===== src/rtl/gamepad_pkg.sv =====
`default_nettype none
// ============================================================================
//  Module      : gamepad_pkg
//  Description : Shared constants for the gamepad button event block:
//                button bit positions, channel count, per-button FSM state
//                encoding, counter widths and default timing parameters.
//  Revision    : 1.0  initial release
// ============================================================================
package gamepad_pkg;

    // Channel count and button bit positions within btn_raw / btn_* vectors
    localparam int NUM_BTNS   = 12;
    localparam int BTN_B      = 11;
    localparam int BTN_Y      = 10;
    localparam int BTN_SELECT = 9;
    localparam int BTN_START  = 8;
    localparam int BTN_UP     = 7;
    localparam int BTN_DOWN   = 6;
    localparam int BTN_LEFT   = 5;
    localparam int BTN_RIGHT  = 4;
    localparam int BTN_A      = 3;
    localparam int BTN_X      = 2;
    localparam int BTN_L      = 1;
    localparam int BTN_R      = 0;

    // Counter widths
    localparam int DEB_CNT_W = 2;
    localparam int FRM_CNT_W = 6;

    // Default timing parameters (in frames) and auto-repeat mask (d-pad)
    localparam int                    DEF_DEBOUNCE_FRAMES = 2;
    localparam int                    DEF_REPEAT_DELAY    = 20;
    localparam int                    DEF_REPEAT_RATE     = 6;
    localparam logic [NUM_BTNS-1:0]   DEF_REPEAT_MASK     = 12'h0F0;

    // Per-button state machine encoding
    typedef enum logic [1:0] {
        ST_IDLE   = 2'd0,
        ST_HELD   = 2'd1,
        ST_REPEAT = 2'd2
    } btn_state_e;

    // Saturating increment for the frame counter: sticks at all-ones
    function automatic logic [FRM_CNT_W-1:0] frm_sat_inc(input logic [FRM_CNT_W-1:0] v);
        logic [FRM_CNT_W-1:0] r;
        r = (v == {FRM_CNT_W{1'b1}}) ? v : v + 1'b1;
        return r;
    endfunction

endpackage : gamepad_pkg
`default_nettype wire


===== src/rtl/gamepad_btn_channel.sv =====
`default_nettype none
// ============================================================================
//  Module      : gamepad_btn_channel
//  Description : One gamepad button: frame-sampled debounce, held level,
//                press/release pulses and optional auto-repeat.
//  Ports       : clk, rst_n (async, active-low), frame_tick (sample strobe),
//                btn_raw (raw level), present (pad connected),
//                repeat_en (auto-repeat allowed) ->
//                btn_held (debounced level), btn_press / btn_release
//                (one-clk pulses, registered)
//  Revision    : 1.0  initial release
// ============================================================================
module gamepad_btn_channel
    import gamepad_pkg::*;
#(
    parameter int DEBOUNCE_FRAMES = DEF_DEBOUNCE_FRAMES,
    parameter int REPEAT_DELAY    = DEF_REPEAT_DELAY,
    parameter int REPEAT_RATE     = DEF_REPEAT_RATE
) (
    input  logic clk,
    input  logic rst_n,
    input  logic frame_tick,
    input  logic btn_raw,
    input  logic present,
    input  logic repeat_en,
    output logic btn_held,
    output logic btn_press,
    output logic btn_release
);

    localparam logic [DEB_CNT_W:0]   c_DEB_LIMIT = (DEB_CNT_W+1)'(DEBOUNCE_FRAMES);
    localparam logic [FRM_CNT_W-1:0] c_DELAY     = FRM_CNT_W'(REPEAT_DELAY);
    localparam logic [FRM_CNT_W-1:0] c_RATE      = FRM_CNT_W'(REPEAT_RATE);

    btn_state_e             state_q,   state_d;
    logic                   held_q,    held_d;
    logic                   press_q,   press_d;
    logic                   release_q, release_d;
    logic [DEB_CNT_W-1:0]   deb_q,     deb_d;
    logic [FRM_CNT_W-1:0]   frm_q,     frm_d;

    // One extra bit so the debounce increment can never wrap before compare
    logic [DEB_CNT_W:0]     w_deb_inc;
    logic [FRM_CNT_W-1:0]   w_frm_inc;
    logic                   w_accept;

    assign w_deb_inc = {1'b0, deb_q} + 1'b1;
    assign w_frm_inc = frm_sat_inc(frm_q);

    always_comb begin
        state_d   = state_q;
        held_d    = held_q;
        press_d   = 1'b0;
        release_d = 1'b0;
        deb_d     = deb_q;
        frm_d     = frm_q;
        w_accept  = 1'b0;

        if (!present) begin
            // Disconnected pad: silently forget everything, no release pulse
            state_d = ST_IDLE;
            held_d  = 1'b0;
            deb_d   = '0;
            frm_d   = '0;
        end else if (frame_tick) begin
            // Debounce: count consecutive ticks disagreeing with held level
            if (btn_raw != held_q) begin
                if (w_deb_inc >= c_DEB_LIMIT) begin
                    w_accept = 1'b1;
                    deb_d    = '0;
                end else begin
                    deb_d = w_deb_inc[DEB_CNT_W-1:0];
                end
            end else begin
                deb_d = '0;
            end

            case (state_q)
                ST_IDLE: begin
                    if (w_accept) begin
                        state_d = ST_HELD;
                        held_d  = 1'b1;
                        press_d = 1'b1;
                        frm_d   = '0;
                    end
                end
                ST_HELD: begin
                    // An accepted release takes priority over a due repeat
                    if (w_accept) begin
                        state_d   = ST_IDLE;
                        held_d    = 1'b0;
                        release_d = 1'b1;
                        frm_d     = '0;
                    end else if (repeat_en) begin
                        if (w_frm_inc >= c_DELAY) begin
                            state_d = ST_REPEAT;
                            press_d = 1'b1;
                            frm_d   = '0;
                        end else begin
                            frm_d = w_frm_inc;
                        end
                    end
                end
                ST_REPEAT: begin
                    if (w_accept) begin
                        state_d   = ST_IDLE;
                        held_d    = 1'b0;
                        release_d = 1'b1;
                        frm_d     = '0;
                    end else if (w_frm_inc >= c_RATE) begin
                        press_d = 1'b1;
                        frm_d   = '0;
                    end else begin
                        frm_d = w_frm_inc;
                    end
                end
                default: begin
                    state_d = ST_IDLE;
                    held_d  = 1'b0;
                    frm_d   = '0;
                end
            endcase
        end
    end

    always_ff @(posedge clk or negedge rst_n) begin
        if (!rst_n) begin
            state_q   <= ST_IDLE;
            held_q    <= 1'b0;
            press_q   <= 1'b0;
            release_q <= 1'b0;
            deb_q     <= '0;
            frm_q     <= '0;
        end else begin
            state_q   <= state_d;
            held_q    <= held_d;
            press_q   <= press_d;
            release_q <= release_d;
            deb_q     <= deb_d;
            frm_q     <= frm_d;
        end
    end

    assign btn_held    = held_q;
    assign btn_press   = press_q;
    assign btn_release = release_q;

endmodule : gamepad_btn_channel
`default_nettype wire


===== src/rtl/gamepad_btn_events.sv =====
`default_nettype none
// ============================================================================
//  Module      : gamepad_btn_events
//  Description : Twelve independent button channels turning raw gamepad
//                levels into debounced levels, press pulses (with d-pad
//                auto-repeat) and release pulses, sampled once per frame.
//  Ports       : clk, rst_n (async, active-low), frame_tick (one-clk per
//                frame), btn_raw[11:0] {b,y,select,start,up,down,left,right,
//                a,x,l,r}, present -> btn_held[11:0], btn_press[11:0],
//                btn_release[11:0]
//  Revision    : 1.0  initial release
// ============================================================================
module gamepad_btn_events
    import gamepad_pkg::*;
#(
    parameter int                  DEBOUNCE_FRAMES = DEF_DEBOUNCE_FRAMES,
    parameter int                  REPEAT_DELAY    = DEF_REPEAT_DELAY,
    parameter int                  REPEAT_RATE     = DEF_REPEAT_RATE,
    parameter logic [NUM_BTNS-1:0] REPEAT_MASK     = DEF_REPEAT_MASK
) (
    input  logic                clk,
    input  logic                rst_n,
    input  logic                frame_tick,
    input  logic [NUM_BTNS-1:0] btn_raw,
    input  logic                present,
    output logic [NUM_BTNS-1:0] btn_held,
    output logic [NUM_BTNS-1:0] btn_press,
    output logic [NUM_BTNS-1:0] btn_release
);

    for (genvar i = 0; i < NUM_BTNS; i++) begin : g_chan
        gamepad_btn_channel #(
            .DEBOUNCE_FRAMES (DEBOUNCE_FRAMES),
            .REPEAT_DELAY    (REPEAT_DELAY),
            .REPEAT_RATE     (REPEAT_RATE)
        ) u_chan (
            .clk         (clk),
            .rst_n       (rst_n),
            .frame_tick  (frame_tick),
            .btn_raw     (btn_raw[i]),
            .present     (present),
            .repeat_en   (REPEAT_MASK[i]),
            .btn_held    (btn_held[i]),
            .btn_press   (btn_press[i]),
            .btn_release (btn_release[i])
        );
    end

endmodule : gamepad_btn_events
`default_nettype wire


===== config.mk =====
export PLATFORM = sky130hd
export DESIGN_NAME = gamepad_btn_events
export DESIGN_NICKNAME = d
export VERILOG_FILES = /design/src/rtl/gamepad_pkg.sv /design/src/rtl/gamepad_btn_channel.sv /design/src/rtl/gamepad_btn_events.sv
export SDC_FILE = /design/constraint.sdc
export NUM_CORES = 1
export LEC_CHECK = 0
export CORE_MARGIN = 3
export CORE_UTILIZATION = 50
export CTS_BUF_LIST = sky130_fd_sc_hd__clkbuf_2 sky130_fd_sc_hd__clkbuf_4 sky130_fd_sc_hd__clkbuf_8
export DETAILED_ROUTE_END_ITERATION = 10
export PLACE_DENSITY_LB_ADDON = 0.05
export SYNTH_ARGS = -nofsm -noshare
export SYNTH_HDL_FRONTEND = slang
export SYNTH_HIERARCHICAL = 1
export SYNTH_SLANG_ARGS = --single-unit

===== constraint.sdc =====
create_clock -name clk -period 2.93 [get_ports clk]
set_input_delay 0.586 -clock clk [delete_from_list [all_inputs] [get_ports clk]]
set_output_delay 0.586 -clock clk [all_outputs]
set_load 0.05 [all_outputs]

* After elaboration in Yosys (flattened, before gate mapping) *
Cells that the tools add are included.

word-level totals
  register bits = 156
  bits of input ports = 16
  output and inout port bits = 36
  logic and storage cells = 705

operators by class
  add/sub/neg operators = 24
  magnitude comparators = 28
  equal/unequal tests = 89
  muxes and demuxes = 432
  reductions and logical operators = 60

operators with widths
  kind                                                                                 number
  6-bit 2-to-1 mux                                                                     80
  2-bit 2-to-1 mux                                                                     104
  1-bit 2-to-1 mux                                                                     200
  3-bit by 2-bit inequality test with 1-bit output, second input constant              35
  6-bit case mux with 2 select lines                                                   8
  6-bit by 1-bit adder with 6-bit output, second input constant                        12
  6-bit equality test, second input constant                                           12
  6-bit by 3-bit greater-or-equal comparator with 1-bit output, second input constant  12
  6-bit case mux with 3 select lines                                                   4
  1-bit case mux with 2 select lines                                                   20
  2-bit OR reduction                                                                   20
  2-bit by 1-bit adder with 3-bit output, second input constant                        12
  3-bit by 2-bit greater-or-equal comparator with 1-bit output, second input constant  12
  3-bit AND reduction                                                                  12
  2-bit case mux with 2 select lines                                                   8
  2-bit by 1-bit equality test with 1-bit output, second input constant                12
  2-bit equality test, second input constant                                           12
  6-bit by 5-bit greater-or-equal comparator with 1-bit output, second input constant  4
  2-bit zero test                                                                      12
  2-bit case mux with 3 select lines                                                   4
  2-bit AND reduction                                                                  12
  4-bit by 2-bit inequality test with 1-bit output, second input constant              4
  4-bit AND reduction                                                                  4
  1-bit inequality test                                                                12
  3 further kinds                                                                      6

* Depth between registers and ports, before layout *
Gate-level depths: netlist (run 1).

  word-level depth = 10
  gate-level depth with buffers = 8
  depth with buffers taken out = 7

* Modules after synthesis *
The synthesis (run 1) kept the hierarchy.

by module, submodules not included
  module                                       times used  cells an instance  area each (um^2)  sequential area each (um^2)
  gamepad_btn_channel at g_chan[0].u_chan ...  5           124                1079.8            325.3
  gamepad_btn_channel at g_chan[4].u_chan ...  5           114                1068.5            325.3
  gamepad_btn_channel at g_chan[3].u_chan ...  2           124                1082.3            325.3
  gamepad_btn_events                           1           2                  7.5               0.0

* Worst setup path before layout (run 1) *
No wires, ideal clock.

  path kind = register to register
  start point = register g_chan[0].u_chan.held_q
  end point = register g_chan[0].u_chan.state_q[0]
  setup time = 0.126 ns
  data arrival time = 1.772 ns
  data required time = 2.804 ns
  setup slack = 1.031 ns
  cell stages (with the launch flop) = 7
  buffers on the path = 1
  clock period less this slack = 1.899 ns
  cells stage by stage = dfrtp_1 xor2_2 and2_4 buf_6 o21ai_2 a31o_1 a311o_1

between the ends
  longest elaborated chain between the ends = 6
  elaborated cells on any way between the ends = 7
  those cells by class = 3 x eq/ne; 3 x mux; 1 x reduce/logical

RTL lines
  item                                                               line                        source
  from (decl)                                                        gamepad_btn_channel.sv:36   logic held_q, held_d;
  from (signal assigned)                                             gamepad_btn_channel.sv:136  held_q <= held_d;
  1-bit inequality test (*)                                          gamepad_btn_channel.sv:67   if (btn_raw != held_q) begin
  1-bit 2-to-1 mux (*)                                               gamepad_btn_channel.sv:67
  1-bit 2-to-1 mux (*)                                               gamepad_btn_channel.sv:65   end else if (frame_tick) begin
  1-bit 2-to-1 mux (*)                                               gamepad_btn_channel.sv:59   if (!present) begin
  3-bit by 2-bit inequality test with 1-bit output (no source line)  n/a
  3-bit AND reduction (no source line) (*)                           n/a
  to (signal assigned)                                               gamepad_btn_channel.sv:135  state_q <= state_d;
  to (decl)                                                          gamepad_btn_channel.sv:35   btn_state_e state_q, state_d;

Every way passes the cells marked *; elsewhere a longest branch is shown, timed or not. The select of a mux whose other input is x is not followed.
A chain may end at the register's enable or synchronous reset.

* Worst setup path after layout (run 1) *
  start point = register g_chan[4].u_chan.held_q
  end point = output port btn_held[4]

RTL lines
  item                    line                        source
  from (decl)             gamepad_btn_channel.sv:36
  from (signal assigned)  gamepad_btn_channel.sv:136
  to (decl)               gamepad_btn_events.sv:26    output logic [NUM_BTNS-1:0] btn_held,

No word-level cell between the ends.

==> results of run 1 <==
==> registers in the layout, summed over array words and instances, names as in the netlist <==
signal                     cells
g_chan.u_chan/btn_release     12
g_chan.u_chan/btn_held        12
g_chan.u_chan/frm_q           72
g_chan.u_chan/deb_q           24
g_chan.u_chan/state_q         24
g_chan.u_chan/btn_press       12
==> worst paths after layout <==
path | from | endpoint | slack (ns) | depth (start not counted)
min | rst_n | g_chan[2].u_chan/frm_q[2] | 0.07 | 1
max in group asynchronous | rst_n | g_chan[11].u_chan/btn_press | 2.08 | 2
max | g_chan[4].u_chan/btn_held | btn_held[4] | 0.58 | 1
max reg2reg | g_chan[1].u_chan/frm_q[0] | g_chan[1].u_chan/btn_press | 0.78 | 6
min in group clk | g_chan[2].u_chan/deb_q[1] | g_chan[2].u_chan/deb_q[1] | 0.52 | 2
min reg2reg | g_chan[2].u_chan/deb_q[1] | g_chan[2].u_chan/deb_q[1] | 0.52 | 2
==> per-stage QoR <==
step	hold WS, ns	area, um^2
floorplan	0.290	13000
global placement	0.508	13300
detailed placement	0.513	13300
CTS	0.0678	13700
global route	0.0740	13700
finish	0.0656	13700
==> Yosys cell counts (19+ instances only) <==
library cell  count  area (um^2)
a21oi_1         104          521
and3_1           19          119
buf_6            24          270
nand2_1         113          424
nor2_1           62          233
a31oi_1          45          282
nand2b_1         21          131
ha_1             89         1110
nor3_1           36          180
dfrtp_1         156         3900
a211oi_1         26          195
a21boi_0         19          143
nand3_1          60          300
o21ai_0          48          240
buf_2            31          155
and2_1           27          169
inv_1            93          349
nor4_1           22          138
nand4b_1         19          166
==> cells in the final DEF (no fill, tap or decap), types with 21 or more instances in the layout <==
master,netlist,layout
conb_1,2,24
a31oi_1,45,45
dfrtp_1,156,156
clkdlybuf4s50_1,0,48
inv_1,93,93
and2_1,27,27
nand3_1,60,60
nor3_1,36,36
nand2b_1,21,21
nand2_1,113,113
a211oi_1,26,26
nor2_1,62,62
o21ai_0,48,48
a21oi_1,104,104
ha_1,89,89
nor4_1,22,22
==> cells by family (layout without fill, tap and decap cells) <==
kind of cell	Yosys count	after routing	synth area share (%)
xor gates and xnor gates	22	22	2.19
AOI/OAI and AO/OA	478	478	28.4
other	2	24	0.0582
DFF	156	156	30.2
buffers and inverters	189	192	8.42
and+or+nand+nor	492	492	21.1
adders and majority gates	89	89	8.62
muxes	12	12	0.998
==> routing by layer <==
layer  routed length, um  up-vias  track usage, %
met5                   0        -               0
met4                 280        0            4.84
met3                 801       22            2.99
met2               13000      172            31.8
met1               14100     5147            28.3
li1                    -     5380               -
==> cell type report <==
class / count / share of cell area, %
clock buffers: 18 / 1.80
clock inverters: 14 / 1.26
inverters: 93 / 2.54
multi-input cells: 1117 / 58.2
flip-flops and latches: 156 / 28.4
well taps: 330 / 3.00
repair buffers: 67 / 4.74
==> power groups by stage <==
stage / combinational (mW) / clock (mW) / sequential (mW)
6_report: 1.16 / 1.76 / 2.27
5_1_grt: 1.29 / 1.92 / 2.28
4_1_cts: 1.16 / 1.84 / 2.27
3_5_place_dp: 1.16 / 0 / 2.31
3_3_place_gp: 1.15 / 0 / 2.31
2_1_floorplan: 0.794 / 0 / 2.37
==> flow_summary.toml, run 1 <==
[status]
outcome = "completed"

[cells_and_area]
multi_input_area_mm2 = 0.00801
final_nets = 1557
antennaDiodeCount = 0
fillerInstances = 2323
drive_above_1_share_pct = 11.5
finalCoreUtilization_pct = 54.4
ff_latch_area_mm2 = 0.00390
syn_to_final_growth_pct = 6.42
final-instance-count-excl-fill = 1795

[clock_network]
cts_buffers = 17
cts_tree = "yes"
clkSlewWorstSetupHoldPaths_ns = 0.10
clock-root-buffer = "clkbuf_8"
postCtsSetupBuffers = 0
htreeDepth = 4
post_cts_resize_count = 0
postCtsHoldBufs = 0
clockBufferDepth = 2
clk_latency_ns = 0.46
clkSinkCount = 156

[drt]
vias_per_cell = 5.97
route.detailed.drc = 0
vias = 10700
drtIter0Drc = 877
routed_wl_um = 28100
wl_per_cell_um = 15.7
drtAntennaViolNets = 0
drtPass1Iterations = 5

[floorplan]
die_y_um = 167
io_pins = 52
die_area_mm2 = 0.0278
num_rows = 58
core_mm2 = 0.0253
start_util_pct = 51.1
die_width_um = 167

[worst_setup_path]
crit_chain = "clkdlybuf4s50_1"
crit_path_start_kind = "flip-flop"
cp.required_ns = 2.34
cp_slowest_cell = "clkdlybuf4s50_1"
endpoint_kind = "output pin"
path_class = "reg2out"
cpLargestDelayFamily = "buffers and inverters"
cp_max_fo = 4
cp.arrival_ns = 1.76
critPathBufInv = 1
slowest_delay_ns = 0.85

[placed_design]
place_ws_ns = 0.533
gp_congestion = 0.855
place_inst = 1763
placement.io_buffers = 51
dpl.hpwl_um = 19700

[pwr]
power.density_mw_per_mm2 = 378
ir_drop_uv = 263
pwr-share-comb_pct = 22.4
p_sw_mw = 1.75
seqPwrFrac_pct = 43.7
switching_share_pct = 33.7
p_leak_nw = 5.83
total_power_mw = 5.20
clkPwrFrac_pct = 34.0
p_int_mw = 3.45

[synth]
async_flop_share_pct = 100
ys_warn_count = 6
yosysSeqAreaShare_pct = 30.2
ys_ff_latch = 156
syn-cell-area_mm2 = 0.0129
synth_cell_types = 75
synth_edf_count = 0
synth_ff_type = "dfrtp_1"
postSynthAreaPerCell_um2 = 8.97
synthCells = 1440

[grt]
grt_overflow = 0
grt_max_degree = 57
grt_pass1_wl_um = 48100
antenna_found_initial = 0
first_global_vias = 9909
grt_use_total_pct = 19.8

[worst_hold_path]
hold_path.class = "in2async"

[timing]
setup_tns_ns = 0
finalCritPeriodShare_pct = 80.2
max_freq_mhz = 425
clock_skew_ns = 0.0173
worst_slew_margin_rel_pct = 65.2
setup-violations-final = 0
slew_violations = 0
tightest_slew_ns = 0.521
hold_viol_final = 0
fin_crit_ns = 2.35
fin_ws_ns = 0.579
rsz0062_at_grt = "false"

[run]
max_cap_violations = 0
Power figures use the tool's default switching activity.
==> inputs of run 2 (changes only) <==
==> constraint.sdc (replaced) <==
create_clock -name clk -period 1.89 [get_ports clk]
set_input_delay 0.378 -clock clk [delete_from_list [all_inputs] [get_ports clk]]
set_output_delay 0.378 -clock clk [all_outputs]
set_load 0.05 [all_outputs]
==> flow_summary.toml, run 2 (synthesis results as in run 1) <==
[cells_and_area]
finalCoreUtilization_pct = 64.1
stdcell_area_mm2 = 0.0162
top_register = "g_chan.u_chan/frm_q"
final_cell_mix = "buf_4 (264), dfrtp_1 (142), nand2_1 (113)"
drive_above_1_share_pct = 30.4
antennaDiodeCount = 0
final-instance-count-excl-fill = 2036
top_regs = "g_chan.u_chan/frm_q: 72 flops, g_chan.u_chan/deb_q: 24 flops, g_chan.u_chan/state_q: 24 flops"
syn_to_final_growth_pct = 25.4
multi_input_area_mm2 = 0.00862
ff_latch_area_mm2 = 0.00392
final_nets = 1798
largest_reg_flops = 72
fillerInstances = 2156
final_common_cell = "buf_4"

[worst_hold_path]
hold_path_depth = 3
hold_path.class = "in2reg"

[grt]
grt_use_total_pct = 22.0
grt_pass1_wl_um = 53300
first_global_vias = 11400
grt_max_degree = 47
grt_overflow = 0
antenna_found_initial = 0

[drt]
routed_wl_um = 31600
vias = 11800
drtPass1Iterations = 5
vias_per_cell = 5.81
drtAntennaViolNets = 0
wl_per_cell_um = 15.5
route.detailed.drc = 0
drtIter0Drc = 906

[clock_network]
clockBufferDepth = 2
htreeDepth = 4
clkSinkCount = 156
cts_tree = "yes"
cts_buffers = 17
clk_latency_ns = 0.46
clkSlewWorstSetupHoldPaths_ns = 0.09
clock-root-buffer = "clkbuf_8"

[worst_setup_path]
path_class = "reg2reg"
crit_chain = "ha_2 -> buf_4 -> buf_4 -> a21oi_1 -> o221ai_1 -> nor3_2 -> o211a_1 -> mux2_4"
cp.arrival_ns = 2.22
endpoint_kind = "flip-flop"
cp_slowest_cell = "dfrtp_1"
r2r_cells = 8
crit_path_start_kind = "flip-flop"
slowest_delay_ns = 0.37
cp_max_fo = 5
cp.required_ns = 2.23
cpMostUsedCell = "buf_4"

[floorplan]
die_y_um = 167
io_pins = 52
start_util_pct = 51.1
core_mm2 = 0.0253
num_rows = 58
die_area_mm2 = 0.0278
die_width_um = 167

[timing]
max_freq_mhz = 531
setup_tns_ns = 0
finalCritPeriodShare_pct = 99.6
clock_skew_ns = 0.0201
rsz0062_at_grt = "true"
hold_viol_final = 0
worst_slew_margin_rel_pct = 66.4
setup-violations-final = 0
tightest_slew_ns = 0.504
fin_crit_ns = 1.88
slew_violations = 0

[placed_design]
postPlaceCellArea_mm2 = 0.0150
dpl.hpwl_um = 22800
place_inst = 1987
placement.io_buffers = 51
gp_congestion = 0.855

[pwr]
ir_drop_uv = 361
pwr-share-comb_pct = 26.9
seqPwrFrac_pct = 41.8
clkPwrFrac_pct = 31.3
p_sw_mw = 2.71
switching_share_pct = 32.3
p_leak_nw = 7.26
p_int_mw = 5.70
power.density_mw_per_mm2 = 519

[status]
outcome = "completed"

[run]
max_cap_violations = 0
[run 2: repair_timing]
item | 4_1_cts | 5_1_grt
hold endpoints to repair | 39 | 0
hold buffers | 1 | 0
gates resized for setup | 34 | 110
pin swaps | 3 | 40
buffers inserted | 4 | 12
endpoints found under the setup margin | 38 | 67
[run 2: power groups by stage]
stage	Clock [mW]	Sequential (mW)	Combinational (mW)
detailed placement	0	3.57	2.16
global route	2.88	3.53	2.50
CTS	2.76	3.51	2.17
global placement	0	3.57	2.12
floorplan	0	3.68	1.23
finish	2.63	3.51	2.27
[run 2: final timing paths]
| kind | from | to | slack, ns |
|---|---|---|---|
| setup reg to reg | g_chan[11].u_chan/frm_q[1] | g_chan[11].u_chan/frm_q[0] | 0.008 |
| hold reg to reg | g_chan[9].u_chan/deb_q[1] | g_chan[9].u_chan/deb_q[1] | 0.53 |
| hold / removal | frame_tick | g_chan[5].u_chan/btn_release | 0.33 |
| setup / recovery | g_chan[11].u_chan/frm_q[1] | g_chan[11].u_chan/frm_q[0] | 0.008 |
| min in group asynchronous | rst_n | g_chan[2].u_chan/btn_press | 0.42 |
| max in group asynchronous | rst_n | g_chan[11].u_chan/btn_held | 0.85 |
[run 2: stage by stage]
step,power (mW),hold WS [ns],setup WS (ns)
after floorplan,4.91,0.0824,0.0107
after global placement,5.69,0.358,-0.240
after detailed placement,5.73,0.360,-0.339
after CTS,8.44,0.278,-0.0117
after global routing,8.91,0.282,-0.0935
final,8.41,0.330,0.00770
[run 2: worst max-delay path, delay by kind of cell (launching register included)]
family	cells	cell delay (ns)
AO/OA/AOI/OAI	3	0.58
flip-flops	1	0.37
multiplexers	1	0.27
adder cells (fa/ha/maj)	1	0.22
AND/OR/NAND/NOR	1	0.08
buffers and inverters	2	0.25
[run 2: metal layers]
| metal | global-route usage, % | share of wire (%) | vias up |
|---|---|---|---|
| met5 | 0 | 0 | - |
| li1 | - | - | 5869 |
| met2 | 36.9 | 48 | 209 |
| met4 | 5.09 | 1.1 | 0 |
| met1 | 30.5 | 47 | 5724 |
| met3 | 3.13 | 3.0 | 33 |
[run 2: layout make-up]
type	count	share of cell area, %
clock buffer	20	1.70
clock inverter	12	0.850
inverter	93	2.16
multi-input combinational	1117	53.2
sequential	156	24.2
tap	330	2.55
timing repair buffer	308	15.3
